## src/rtl/fourbyone_rr_select_if.sv

```systemverilog
// Request/grant bundle between the round-robin select and its users.
// The arbiter sits on the slave side; requesters and the bench sit on the master side.
interface fourbyone_rr_select_if;
  logic [3:0] req;
  logic       done;
  logic [1:0] S;
  logic [3:0] grant;
  logic       valid;
  logic       expired;

  modport master (output req, done, input S, grant, valid, expired);
  modport slave  (input req, done, output S, grant, valid, expired);
endinterface

```

## src/rtl/fourbyone_rr_select.sv

```systemverilog
// Four-channel round-robin arbiter producing the registered mux select S.
// Define RR_TIMEOUT_EN to compile in the MAX_HOLD forced-release timer.
//
// state | meaning
// IDLE  | no grant active; scan req starting after the last-granted channel
// GRANT | channel S owns the mux until done, req[S] drop, or timeout
module fourbyone_rr_select #(
  parameter int unsigned MAX_HOLD = 8
) (
  input logic                   clk,
  input logic                   rst,
  fourbyone_rr_select_if.slave  bus
);

  typedef enum logic {IDLE, GRANT} state_t;

  state_t     state_q, state_d;
  logic [1:0] s_q, s_d;
  logic [1:0] last_q, last_d;
  logic [3:0] grant_q, grant_d;
  logic       valid_q, valid_d;
  logic       expired_q, expired_d;

  logic [1:0] pick;
  logic [1:0] cand;
  logic       pick_ok;
  logic       release_normal;
  logic       timeout;

`ifdef RR_TIMEOUT_EN
  logic [7:0] cnt_q, cnt_d;
  assign timeout = (cnt_q == 8'(MAX_HOLD - 1));
`else
  logic unused_max_hold;
  assign unused_max_hold = ^8'(MAX_HOLD);
  assign timeout         = 1'b0;
`endif

  assign release_normal = bus.done || !bus.req[s_q];

  // Rotating scan: last+1 first, last itself has lowest priority.
  always_comb begin
    pick    = last_q;
    cand    = last_q;
    pick_ok = 1'b0;
    for (int k = 1; k <= 4; k++) begin
      cand = last_q + 2'(k);
      if (!pick_ok && bus.req[cand]) begin
        pick    = cand;
        pick_ok = 1'b1;
      end
    end
  end

  always_comb begin
    state_d   = state_q;
    s_d       = s_q;
    last_d    = last_q;
    grant_d   = grant_q;
    valid_d   = valid_q;
    expired_d = 1'b0;
`ifdef RR_TIMEOUT_EN
    cnt_d     = cnt_q;
`endif
    case (state_q)
      IDLE: begin
        if (pick_ok) begin
          state_d = GRANT;
          s_d     = pick;
          last_d  = pick;
          grant_d = 4'b0001 << pick;
          valid_d = 1'b1;
`ifdef RR_TIMEOUT_EN
          cnt_d   = 8'd0;
`endif
        end
      end
      GRANT: begin
        if (release_normal || timeout) begin
          // S is left alone so the downstream mux select does not toggle.
          state_d   = IDLE;
          grant_d   = 4'b0000;
          valid_d   = 1'b0;
          expired_d = timeout && !release_normal;
        end
`ifdef RR_TIMEOUT_EN
        else if (cnt_q != 8'hFF) begin
          cnt_d = cnt_q + 8'd1;
        end
`endif
      end
      default: state_d = IDLE;
    endcase
  end

  always_ff @(posedge clk or posedge rst) begin
    if (rst) begin
      state_q   <= IDLE;
      s_q       <= 2'b00;
      last_q    <= 2'b11;
      grant_q   <= 4'b0000;
      valid_q   <= 1'b0;
      expired_q <= 1'b0;
`ifdef RR_TIMEOUT_EN
      cnt_q     <= 8'd0;
`endif
    end else begin
      state_q   <= state_d;
      s_q       <= s_d;
      last_q    <= last_d;
      grant_q   <= grant_d;
      valid_q   <= valid_d;
      expired_q <= expired_d;
`ifdef RR_TIMEOUT_EN
      cnt_q     <= cnt_d;
`endif
    end
  end

  assign bus.S       = s_q;
  assign bus.grant   = grant_q;
  assign bus.valid   = valid_q;
  assign bus.expired = expired_q;

endmodule
```

## src/flat_wrapper.sv

```systemverilog
// flat-port wrapper written by rule: the top's interface ports become plain ports
module fourbyone_rr_select_flat 
#(
  parameter int unsigned MAX_HOLD = 8
)
  (clk, rst, bus_req, bus_done, bus_S, bus_grant, bus_valid, bus_expired);
  fourbyone_rr_select_if bus_i ();
  input logic clk;
  input logic rst;
  input wire logic [$bits(bus_i.req)-1:0] bus_req;
  input wire logic [$bits(bus_i.done)-1:0] bus_done;
  output wire logic [$bits(bus_i.S)-1:0] bus_S;
  output wire logic [$bits(bus_i.grant)-1:0] bus_grant;
  output wire logic [$bits(bus_i.valid)-1:0] bus_valid;
  output wire logic [$bits(bus_i.expired)-1:0] bus_expired;
  assign bus_i.req = bus_req;
  assign bus_i.done = bus_done;
  assign bus_S = bus_i.S;
  assign bus_grant = bus_i.grant;
  assign bus_valid = bus_i.valid;
  assign bus_expired = bus_i.expired;
  fourbyone_rr_select #(.MAX_HOLD(MAX_HOLD)) u_core (.clk(clk), .rst(rst), .bus(bus_i));
endmodule
```

## config.mk

```make
export PLATFORM = sky130hd
export DESIGN_NAME = fourbyone_rr_select_flat
export DESIGN_NICKNAME = d
export VERILOG_FILES = /design/src/rtl/fourbyone_rr_select_if.sv /design/src/rtl/fourbyone_rr_select.sv /design/src/flat_wrapper.sv
export SDC_FILE = /design/constraint.sdc
export NUM_CORES = 1
export LEC_CHECK = 0
export BUFFER_PORTS_ARGS = -buffer_cell sky130_fd_sc_hd__buf_2
export CELL_PAD_IN_SITES_DETAIL_PLACEMENT = 1
export CELL_PAD_IN_SITES_GLOBAL_PLACEMENT = 1
export CORE_MARGIN = 2
export CORE_UTILIZATION = 35
export CTS_CLUSTER_DIAMETER = 200
export DETAILED_ROUTE_END_ITERATION = 10
export PLACE_DENSITY = 0.75
export SLEW_MARGIN = 20
export SYNTH_ARGS = -nofsm -noshare
export SYNTH_HDL_FRONTEND = slang
export SYNTH_SLANG_ARGS = --single-unit
```

## constraint.sdc

```tcl
create_clock -name clk -period 4 [get_ports clk]
set_input_delay 0.8 -clock clk [delete_from_list [all_inputs] [get_ports clk]]
set_output_delay 0.8 -clock clk [all_outputs]
set_load 0.05 [all_outputs]
```

==> results_dict.tcl <==
set metrics [dict create \
    drv_cap 0 \
    yosysWarnings 0 \
    switchingPower_mw 0.290 \
    synth_area_um2 532 \
    avgSynthCellArea_um2 11.1 \
    start_util_pct 36.1 \
    antenna_left 0 \
    multi_input_area_um2 251 \
    seq_power_share_pct 35.1 \
    io_buffers 13 \
    nFillCells 180 \
    slew_headroom_pct 57.0 \
    hold_viol 0 \
    vdd_drop_max_v 0.000431 \
    routedWlPerCell_um 14.9 \
    firstDrtPassIters 5 \
    switching_share_pct 50.0 \
    fmax_mhz 575 \
    status "finished, final reports clean" \
    critPathTopFamily "flip-flops" \
    p_int_mw 0.290 \
    post-route-min-period_ns 1.74 \
    path_cells "buf_2" \
    setup_viol 0 \
    instances_no_fill 77 \
    drive_gt1_share_pct 39.3 \
    fin_crit_sh_pct 43.5 \
    slowest_delay_ns 0.40 \
    startpoint_type "flip-flop" \
    fin_ws_ns 2.26 \
    crit_slowest_cell "dfrtp_1" \
    ys_seq_area_share_pct 47.5 \
    p_leak_nw 0.287 \
    num_vias 411 \
    cts_htree_levels 1 \
    syn_nets 55 \
    numCtsBuffers 3 \
    cellPowerDensity_nw_per_um2 942 \
    cts.sinks 10 \
    syn_inst 48 \
    die_h_um 43.0 \
    pre_cts_ws_ns 1.99 \
    crit_arrival_ns 0.94 \
    ios 15 \
    grt_pass1_vias 453 \
    yosysUniqueCellTypes 28 \
    placedCellCount 74 \
    fp.dieArea_um2 1850 \
    grt-ovfl-total 0 \
    avgViaCountPerCell 5.34 \
    worst-path-buf-inv 1 \
    ctsHoldBuffers 0 \
    clk_pin_slew_ns 0.06 \
    n_antenna_cell 0 \
    cts-root-buf "clkbuf_4" \
    globalRouteTotalUtil_pct 16.1 \
    finalWeightedCongestion 0.717 \
    drt-total-wl_um 1140 \
    synth_top_area_share_pct 37.6 \
    rsz0062_at_grt "no" \
    clkPwrFrac_pct 11.0 \
    post_cts_buffers 0 \
    dr.first_iter.drc_count 6 \
    crit_path_end_kind "primary output" \
    clkLatencyLatePin_ns 0.25 \
    drv_slew 0 \
    hpwl_um 932 \
    ys_ff_latch 10 \
    required_ns 3.20 \
    critPathKind "reg -> out" \
    grt_max_degree 12 \
    fin_tns_setup_ns 0 \
    hp-class "reg -> reg" \
    synth_top_cell_by_area "dfrtp_1" \
    fin_skew_ns 0.000998 \
    synthTopCellsByArea "dfrtp_1, dfstp_2, mux4_2" \
    core_um2 1470 \
    post_cts_resized 0 \
    clock_path_buffers 2 \
    crit_path_max_fanout 3 \
    post-route-drc-count 0 \
    tritoncts "done" \
    antenna_found_initial 0 \
    total_power_mw 0.580 \
    rows 14 \
    fin_nets 70 \
    grt_pass1_wl_um 2160 \
    area_delta_synth_final_pct 15.8 \
    die_w_um 43.0 \
    register_area_um2 253 \
    worst_pin_slew_ns 0.643 \
    power_frac_comb_pct 53.9 \
]
metrics by stage:
step / hold slack, ns / utilization, % / instance area, µm²
after floorplan: 0.496 / - / 532
after global placement: 0.471 / 40.3 / 593
after detailed placement: 0.465 / 40.3 / 593
after CTS: 0.481 / 41.8 / 616
after global routing: 0.511 / 41.8 / 616
final: 0.475 / 41.8 / 616
cell type report:
class,instances,area share (%)
Inverter,1,0.610
Timing Repair Buffer,13,10.6
Multi-Input combinational cell,34,40.9
Tap cell,16,3.25
Sequential cell,10,41.1
Clock buffer,3,3.66
per-layer routing:
layer  global-route usage, %  up-vias  part of all wire [%]
li1                        -      202                     -
met1                    19.5      191                    43
met2                    27.0       16                    48
met3                    3.83        2                   9.3
met4                    7.27        0                  0.44
met5                       0        -                     0
cell usage in the layout, fill, tap and decap left out, types with 2 or more instances in the layout:
| cell type | synthesis | routed |
|---|---|---|
| buf_2 | 1 | 13 |
| dfrtp_1 | 8 | 8 |
| nor2_1 | 4 | 4 |
| a21oi_1 | 4 | 4 |
| nand2_1 | 3 | 3 |
| clkbuf_4 | 0 | 3 |
| nand2b_1 | 2 | 2 |
| a32o_1 | 2 | 2 |
| o21a_1 | 2 | 2 |
| o2bb2ai_1 | 2 | 2 |
| dfstp_2 | 2 | 2 |
synthesized netlist by cell type:
cell type	instances
conb_1	1
buf_6	1
a32o_1	2
nor3_2	1
or3_1	1
nand2_1	3
a21oi_1	4
inv_1	1
nand3b_2	1
o31a_1	1
o21a_1	2
buf_2	1
nor4_2	1
mux4_2	1
nor2b_1	1
dfrtp_1	8
nand2b_1	2
dfstp_2	2
nand2_4	1
o2bb2ai_1	2
nor3b_1	1
a21o_1	1
o21ai_0	1
o31ai_1	1
buf_4	1
and3b_2	1
nor2_1	4
mux2i_1	1
flip-flops by register name, summed over array words and instances, names as in the netlist:
signal / count
u_core.bus.grant: 4
u_core.bus.S: 2
u_core.last_q: 2
u_core.bus.valid: 1
u_core.state_q: 1
cell families (layout without fill, tap and decap cells):
| family | after synthesis | in the layout | share of synthesized area (%) |
|---|---|---|---|
| AOI/OAI and AO/OA | 14 | 14 | 19.1 |
| buffers and inverters | 4 | 17 | 5.18 |
| DFF | 10 | 10 | 47.5 |
| muxes | 2 | 2 | 6.12 |
| other | 1 | 1 | 0.705 |
| and+or+nand+nor | 17 | 17 | 21.4 |
path summary, 6_finish.rpt:
kind / endpoint / slack [ns] / depth (start not counted) / startpoint
hold reg to reg: u_core.bus.valid / 0.48 / 1 / u_core.bus.valid
hold / removal: u_core.bus.valid / 0.48 / 1 / u_core.bus.valid
setup reg to reg: u_core.bus.S[1] / 2.43 / 4 / u_core.last_q[0]
max in group asynchronous: u_core.last_q[1] / 3.19 / 2 / rst
setup / recovery: bus_S[1] / 2.26 / 1 / u_core.bus.S[1]
min in group asynchronous: u_core.bus.grant[3] / 0.51 / 2 / rst
power groups by stage:
stage	logic [mW]	registers, mW	clock network, mW
after floorplan	0.149	0.309	0
after global placement	0.308	0.205	0
after detailed placement	0.316	0.208	0
after CTS	0.318	0.206	0.0683
after global routing	0.342	0.217	0.0751
final	0.313	0.204	0.0638
No activity file was read; power rests on OpenSTA's default activity.
